[config.mk]
export PLATFORM = sky130hd
export DESIGN_NAME = wdt_rst_ctrl
export DESIGN_NICKNAME = d
export VERILOG_FILES = /design/src/rtl/wdt_rst_ctrl.sv
export SDC_FILE = /design/constraint.sdc
export NUM_CORES = 1
export LEC_CHECK = 0
export ABC_AREA = 1
export CAP_MARGIN = 40
export CORE_MARGIN = 4
export CORE_UTILIZATION = 25
export CTS_BUF_LIST = sky130_fd_sc_hd__clkbuf_4 sky130_fd_sc_hd__clkbuf_8
export DETAILED_ROUTE_END_ITERATION = 8
export PLACE_DENSITY = 0.56
export SYNTH_ARGS = -nofsm -noshare
export SYNTH_HDL_FRONTEND = slang
export SYNTH_SLANG_ARGS = --single-unit
[constraint.sdc]
create_clock -name clk -period 5.3 [get_ports clk]
set_clock_uncertainty 0.2 [all_clocks]
set_input_delay 1.06 -clock clk [delete_from_list [all_inputs] [get_ports clk]]
set_output_delay 1.06 -clock clk [all_outputs]
set_load 0.02 [all_outputs]
[src/rtl/wdt_rst_ctrl.sv]
// Reset controller fed by the watchdog: stretches reset requests into a fixed
// active-low system reset, then a recovery window. Optional event counter: RST_CNT_EN.
module wdt_rst_ctrl #(
  parameter int HOLD_CYCLES    = 16,
  parameter int RECOVER_CYCLES = 8,
  parameter int CNT_W          = 8
) (
  input  logic             clk,
  input  logic             rst_n,
  input  logic             wdt_rst_sys,
  input  logic             wdt_rst_int,
  input  logic             sw_rst_req,
  input  logic             irq_ack,
  output logic             sys_rst_n,
  output logic             irq,
  output logic             wdt_reload,
  output logic             busy,
  output logic [1:0]       rst_cause,
  output logic [CNT_W-1:0] rst_count
);

  localparam int MAX_CYCLES = (HOLD_CYCLES > RECOVER_CYCLES) ? HOLD_CYCLES : RECOVER_CYCLES;
  localparam int CW         = $clog2(MAX_CYCLES + 1);

  localparam logic [CW-1:0] HOLD_LAST = CW'(HOLD_CYCLES - 1);
  localparam logic [CW-1:0] RCV_LAST  = CW'(RECOVER_CYCLES - 1);

  localparam logic [1:0] ST_IDLE    = 2'd0;
  localparam logic [1:0] ST_ASSERT  = 2'd1;
  localparam logic [1:0] ST_RECOVER = 2'd2;

  localparam logic [1:0] CAUSE_POR = 2'b00;
  localparam logic [1:0] CAUSE_WDT = 2'b01;
  localparam logic [1:0] CAUSE_SW  = 2'b10;

  logic [1:0]    state;
  logic [CW-1:0] hold_cnt;
  logic [CW-1:0] rcv_cnt;
  logic          can_enter;
  logic          enter;

  // Requests are only honoured outside ASSERT; during ASSERT they are absorbed.
  assign can_enter = (state == ST_IDLE) || (state == ST_RECOVER);
  assign enter     = can_enter && (wdt_rst_sys || sw_rst_req);

  always_ff @(posedge clk or negedge rst_n) begin
    if (!rst_n) begin
      state      <= ST_ASSERT;
      hold_cnt   <= '0;
      rcv_cnt    <= '0;
      sys_rst_n  <= 1'b0;
      wdt_reload <= 1'b0;
      busy       <= 1'b1;
      rst_cause  <= CAUSE_POR;
    end else begin
      wdt_reload <= 1'b0;
      if (enter) begin
        state     <= ST_ASSERT;
        hold_cnt  <= '0;
        sys_rst_n <= 1'b0;
        busy      <= 1'b1;
        rst_cause <= wdt_rst_sys ? CAUSE_WDT : CAUSE_SW;
      end else begin
        case (state)
          ST_ASSERT: begin
            if (hold_cnt == HOLD_LAST) begin
              state      <= ST_RECOVER;
              rcv_cnt    <= '0;
              sys_rst_n  <= 1'b1;
              wdt_reload <= 1'b1;
            end else begin
              hold_cnt <= hold_cnt + CW'(1);
            end
          end
          ST_RECOVER: begin
            if (rcv_cnt == RCV_LAST) begin
              state <= ST_IDLE;
              busy  <= 1'b0;
            end else begin
              rcv_cnt <= rcv_cnt + CW'(1);
            end
          end
          ST_IDLE: begin
            busy <= 1'b0;
          end
          default: begin
            state     <= ST_ASSERT;
            hold_cnt  <= '0;
            sys_rst_n <= 1'b0;
            busy      <= 1'b1;
          end
        endcase
      end
    end
  end

  // Reset entry clears the warning; a fresh warning beats an acknowledge.
  always_ff @(posedge clk or negedge rst_n) begin
    if (!rst_n) begin
      irq <= 1'b0;
    end else if (enter) begin
      irq <= 1'b0;
    end else if (can_enter && wdt_rst_int) begin
      irq <= 1'b1;
    end else if (irq_ack) begin
      irq <= 1'b0;
    end
  end

`ifdef RST_CNT_EN
  always_ff @(posedge clk or negedge rst_n) begin
    if (!rst_n) begin
      rst_count <= '0;
    end else if (enter && wdt_rst_sys && (rst_count != {CNT_W{1'b1}})) begin
      rst_count <= rst_count + CNT_W'(1);
    end
  end
`else
  assign rst_count = '0;
`endif

endmodule

==> results.json, run 1 <==
{
  "status": "finished clean",
  "min_period_over_period_pct": 49.9,
  "criticalPathCategory": "reg2out",
  "setup_viol": 0,
  "p_clk_share_pct": 18.7,
  "drtIter0Drc": 22,
  "cp_slowest_stage_delay_ns": 0.60,
  "yosys.area_share.simple_pct": 33.9,
  "nets": 178,
  "rr_worst_depth": 8,
  "ctsResizeCount": 0,
  "peakVddDrop_mv": 0.196,
  "fin_crit_ns": 2.64,
  "diodes": 0,
  "hold_violations": 0,
  "reg2reg_to": "rcv_cnt[4]$_DFFE_PN0P_",
  "crit_path_end": "busy",
  "grt-ovfl-total": 0,
  "critPathBufInv": 1,
  "p_sw_mw": 0.260,
  "die_w_um": 74.6,
  "ant_nets": 0,
  "core_sq_um": 4140,
  "syn_inst": 149,
  "synth_xor_area_share_pct": 0.789,
  "comb_power_share_pct": 48.2,
  "drcViolationCount": 0,
  "routedWlPerCell_um": 9.57,
  "tns_ns": 0,
  "ys_ff_latch": 18,
  "cp.depth": 1,
  "grt_pass1_wl_um": 3600,
  "powerDensity_nw_per_um2": 467,
  "ctsHtreeMaxLevel": 1,
  "grt_start_max_net_pins": 19,
  "p_int_mw": 0.355,
  "synth_compound_area_share_pct": 4.06,
  "multi_input_area_sq_um": 548,
  "area.growth.synth_to_final_pct": 18.8,
  "synthMuxAreaShare_pct": 0,
  "cts_setup_buffers": 0,
  "max_freq_ghz": 0.378,
  "dp_hpwl_um": 1570,
  "cpLargestDelayFamily": "buffers and inverters",
  "clk_pin_slew_ns": 0.07,
  "postLayoutCoreUtil_pct": 31.8,
  "regToRegSetupSlack_ns": 3.37,
  "drive_gt1_share_pct": 9.15,
  "n_fill_cell": 468,
  "avgSynthCellArea_sq_um": 7.45,
  "setup.worst_path.start": "busy$_DFFE_PN1P_",
  "cts.sinks": 18,
  "synth_top_family_by_area": "simple AND/OR/NAND/NOR gates",
  "r2r-start": "state[0]$_DFFE_PN1P_",
  "port_buffers": 11,
  "die_y_um": 74.6,
  "stdcell_count": 214,
  "place_congestion": 0.770,
  "grt_pass1_vias": 813,
  "cts_tree": "built",
  "placed_area_sq_um": 1260,
  "netlist_area_sq_um": 1110,
  "hold_class": "reg2reg",
  "ys_seq_area_share_pct": 40.8,
  "path_cells": "clkdlybuf4s50_1",
  "groute.usage.overall_pct": 8.44,
  "std_cell_rows": 23,
  "drt-total-wl_um": 2050,
  "dp.cells": 210,
  "cts_buffer_depth": 2,
  "finalInstanceArea_sq_um": 1320,
  "initial_core_util_pct": 26.8,
  "viasPerCell": 4.11,
  "cts_buffers": 3,
  "crit_path_end_kind": "output pin",
  "ys.warnings.count": 0,
  "start_kind": "flip-flop",
  "dieArea_sq_um": 5570,
  "cp.required_ns": 4.04,
  "pwr-share-seq_pct": 33.2,
  "rsz0062_at_grt": "no",
  "p_leak_nw": 0.688,
  "maxSlewViolCount": 0,
  "seqCellArea_sq_um": 453,
  "vias": 880,
  "drv_cap": 0,
  "swShare_pct": 42.3,
  "clk_latency_ns": 0.26,
  "worst_path_max_delay_cell": "clkdlybuf4s50_1",
  "arrival_ns": 1.38,
  "hold_buffers": 0,
  "dr.pass1.iters": 4,
  "antenna_found_initial": 0,
  "ys_types": 19,
  "synthAdderAreaFrac_pct": 7.89,
  "pin_count": 20,
  "cp_max_fo": 2,
  "root_buffer": "clkbuf_8",
  "power_mw": 0.616
}
## metrics by stage
step | worst slack, ns | hold WS [ns]
3_3_place_gp | 2.85 | 0.256
5_1_grt | 2.60 | 0.303
6_report | 2.66 | 0.268
2_1_floorplan | 3.42 | 0.252
4_1_cts | 2.64 | 0.271
3_5_place_dp | 2.83 | 0.254
## synth_stat cells
cell	count	area [sq um]
nand4_1	3	18.8
nor3_1	1	5.00
dfstp_2	2	52.6
o21ai_1	1	5.00
ha_1	7	87.6
o21ai_0	7	35.0
nor2_1	14	52.6
conb_1	1	3.75
nor2_4	1	11.3
nand2_1	50	188
dfrtp_1	16	400
a21oi_1	1	5.00
buf_4	8	60.1
nand2_4	3	33.8
inv_2	2	7.51
nand2_2	2	12.5
inv_1	18	67.6
nand3_1	11	55.1
xor2_1	1	8.76
## registers in the layout (all words and copies together), names as in the netlist
register    count
busy            1
hold_cnt        5
irq             1
rcv_cnt         5
rst_cause       2
state           2
sys_rst_n       1
wdt_reload      1
## final cells by class
type | instances | area share (%)
Multi-Input combinational cell | 110 | 41.6
Sequential cell | 18 | 34.3
Timing Repair Buffer | 12 | 9.49
Inverter | 20 | 5.69
Tap cell | 50 | 4.74
Clock buffer | 4 | 4.17
## cells by family after synthesis
logic type,count (synthesis)
AOI/OAI and AO/OA,9
xor gates and xnor gates,1
adders and majority gates,7
buffers and inverters,28
DFF,18
other,1
and+or+nand+nor,85
## power groups by stage
| stage | combinational (mW) | sequential [mW] | clock, mW |
|---|---|---|---|
| 4_1_cts | 0.301 | 0.204 | 0.120 |
| 5_1_grt | 0.339 | 0.210 | 0.125 |
| 3_5_place_dp | 0.300 | 0.207 | 0 |
| 6_report | 0.296 | 0.204 | 0.115 |
| 3_3_place_gp | 0.299 | 0.207 | 0 |
| 2_1_floorplan | 0.193 | 0.226 | 0 |
## worst min path at each step
stage	end	slack, ns	cells after the start	from
after floorplan	state[0]$_DFFE_PN1P_	0.25	2	state[0]$_DFFE_PN1P_
after global placement	busy$_DFFE_PN1P_	0.26	2	busy$_DFFE_PN1P_
after detailed placement	busy$_DFFE_PN1P_	0.25	2	busy$_DFFE_PN1P_
after CTS	busy$_DFFE_PN1P_	0.27	2	busy$_DFFE_PN1P_
after global routing	state[0]$_DFFE_PN1P_	0.30	2	state[0]$_DFFE_PN1P_
final	busy$_DFFE_PN1P_	0.27	2	busy$_DFFE_PN1P_
## cells in the final DEF (no fill, tap or decap), types with 3 or more instances in the layout
cell	n
nor2_1	14
ha_1	7
inv_1	18
conb_1	8
nand3_1	11
nand2_4	3
clkdlybuf4s50_1	11
clkbuf_8	4
dfrtp_1	16
nand2_1	50
nand4_1	3
o21ai_0	7
## layer usage
metal | vias up | track usage, % | wire [um]
met5 | - | 0 | 0
met4 | 0 | 4.15 | 42
met3 | 5 | 2.00 | 79
met2 | 14 | 11.9 | 841
met1 | 387 | 12.0 | 1090
li1 | 474 | - | -
Note: power is estimated with default switching activity, not from simulation.
==> run 2, diff against run 1 <==
--- a/config.mk
+++ b/config.mk
@@ -11,7 +11,7 @@
 export CORE_UTILIZATION = 25
 export CTS_BUF_LIST = sky130_fd_sc_hd__clkbuf_4 sky130_fd_sc_hd__clkbuf_8
 export DETAILED_ROUTE_END_ITERATION = 8
-export PLACE_DENSITY = 0.56
+export PLACE_DENSITY = 0.58
 export SYNTH_ARGS = -nofsm -noshare
 export SYNTH_HDL_FRONTEND = slang
 export SYNTH_SLANG_ARGS = --single-unit
==> constraint.sdc (replaced) <==
create_clock -name clk -period 2.31 [get_ports clk]
set_clock_uncertainty 0.2 [all_clocks]
set_input_delay 0.462 -clock clk [delete_from_list [all_inputs] [get_ports clk]]
set_output_delay 0.462 -clock clk [all_outputs]
set_load 0.02 [all_outputs]
==> run 2 against run 1 <==
- total power is 130% higher
- clock-buffer cell count did not move
- non-clock buffer count unchanged
- first-iteration DRC count up 27%
- final cell count unchanged
- sequential power rose by 130%
- critical path depth unchanged
- worst setup slack got worse by 2.4 ns
- sequential share of layout area is 0.20 points higher
- via count is 0.11% lower
- critical path type unchanged
- highest routed layer unchanged
==> results.json, run 2 (synthesized netlist as in run 1, its figures left out) <==
{
  "grt-ovfl-total": 0,
  "routedWlPerCell_um": 9.50,
  "diodes": 0,
  "rsz0062_at_grt": "no",
  "path_cells": "clkdlybuf4s50_1",
  "viasPerCell": 4.11,
  "drv_cap": 0,
  "finalInstanceArea_sq_um": 1310,
  "ctsHtreeMaxLevel": 1,
  "initial_core_util_pct": 26.8,
  "start_kind": "flip-flop",
  "peakVddDrop_mv": 0.528,
  "area.growth.synth_to_final_pct": 18.2,
  "cpLargestDelayFamily": "buffers and inverters",
  "clk_pin_slew_ns": 0.07,
  "drive_gt1_share_pct": 9.15,
  "cp_slowest_stage_delay_ns": 0.60,
  "hold_buffers": 0,
  "cts_buffer_depth": 2,
  "cp.required_ns": 1.65,
  "die_y_um": 74.6,
  "n_fill_cell": 464,
  "powerDensity_nw_per_um2": 1070,
  "p_sw_mw": 0.584,
  "port_buffers": 11,
  "pre_cts_ws_ns": 0.432,
  "tns_ns": 0,
  "ctsResizeCount": 0,
  "root_buffer": "clkbuf_8",
  "hold_violations": 0,
  "drt-total-wl_um": 2030,
  "placed_area_sq_um": 1260,
  "regToRegSetupSlack_ns": 0.42,
  "dieArea_sq_um": 5570,
  "cp_max_fo": 2,
  "most-common-layout-cells": "50 x nand2_1, 18 x inv_1, 16 x dfrtp_1",
  "critPathBufInv": 1,
  "std_cell_rows": 23,
  "dp_hpwl_um": 1630,
  "swShare_pct": 41.8,
  "p_leak_nw": 0.685,
  "cts_setup_buffers": 0,
  "fin_crit_ns": 2.04,
  "drtIter0Drc": 28,
  "hold_class": "reg2reg",
  "grt_start_max_net_pins": 11,
  "comb_power_share_pct": 48.3,
  "hold-worst-slack_ns": 0.265,
  "setup_viol": 0,
  "power_mw": 1.40,
  "criticalPathCategory": "reg2out",
  "arrival_ns": 1.38,
  "groute.usage.overall_pct": 7.94,
  "nets": 178,
  "reg.largest.list": "hold_cnt: 5 flops, rcv_cnt: 5 flops",
  "crit_path_end_kind": "output pin",
  "grt_pass1_vias": 789,
  "clk_latency_ns": 0.25,
  "vias": 879,
  "fin_ws_ns": 0.268,
  "cts_buffers": 3,
  "p_clk_share_pct": 18.1,
  "p_int_mw": 0.813,
  "max_freq_ghz": 0.490,
  "worst_path_max_delay_cell": "clkdlybuf4s50_1",
  "antenna_found_initial": 0,
  "mostFrequentLayoutCell": "nand2_1",
  "status": "finished clean",
  "place_congestion": 0.787,
  "cts.sinks": 18,
  "ant_nets": 0,
  "core_sq_um": 4140,
  "drcViolationCount": 0,
  "min_period_over_period_pct": 88.4,
  "cts_tree": "built",
  "pin_count": 20,
  "pwr-share-seq_pct": 33.6,
  "dr.pass1.iters": 4,
  "grt_pass1_wl_um": 3460,
  "die_w_um": 74.6,
  "maxSlewViolCount": 0
}
run 2: cell types whose count changed in the layout (fill, tap and decap cells not counted):
cell,delta
buf_4,+1
buf_8,-1
run 2: cell type report:
type / count / area, sq um / area share (%)
multi-input cells: 110 / 548 / 41.8
flip-flops and latches: 18 / 453 / 34.5
repair buffers: 12 / 118 / 8.97
inverters: 20 / 75.1 / 5.73
well taps: 50 / 62.6 / 4.77
clock buffers: 4 / 55.1 / 4.20
run 2: power groups by stage:
| stage | combinational, mW | clock (mW) | sequential (mW) |
|---|---|---|---|
| floorplan | 0.443 | 0 | 0.519 |
| global placement | 0.679 | 0 | 0.474 |
| detailed placement | 0.678 | 0 | 0.475 |
| CTS | 0.683 | 0.266 | 0.470 |
| global route | 0.759 | 0.277 | 0.481 |
| finish | 0.675 | 0.252 | 0.470 |
run 2: worst min-delay path: stages (launching register included):
cell	delay, ns
dfstp_2	0.37
nand2_1	0.05
nand2_1	0.04
run 2: per-layer routing:
layer,share of wire [%],vias to the layer above,track usage (%)
met3,4.2,2,2.40
met4,0.49,0,1.78
met5,0,-,0
met2,41,16,12.0
li1,-,475,-
met1,54,386,11.2
run 2: path summary, 6_finish.rpt:
path	depth (start not counted)	endpoint	start
worst max-delay path	1	busy	busy$_DFFE_PN1P_
worst min register to register	2	busy$_DFFE_PN1P_	busy$_DFFE_PN1P_
worst min-delay path	2	busy$_DFFE_PN1P_	busy$_DFFE_PN1P_
max in group asynchronous	2	rcv_cnt[0]$_DFFE_PN0P_	rst_n
min in group asynchronous	1	sys_rst_n$_DFFE_PN0P_	rst_n
worst max register to register	8	rcv_cnt[3]$_DFFE_PN0P_	state[0]$_DFFE_PN1P_
run 2: stage by stage:
step                std cells  util [%]
CTS                       214      31.6
global placement          210      30.3
global route              214      31.6
floorplan                 156         -
finish                    214      31.6
detailed placement        210      30.3
==> run 3, diff against run 2 <==
--- a/config.mk
+++ b/config.mk
@@ -15,3 +15,4 @@
 export SYNTH_ARGS = -nofsm -noshare
 export SYNTH_HDL_FRONTEND = slang
 export SYNTH_SLANG_ARGS = --single-unit
+export TNS_END_PERCENT = 30
==> results of run 3 <==
The final DEF is identical to that of run 2; final timing and power are the same.
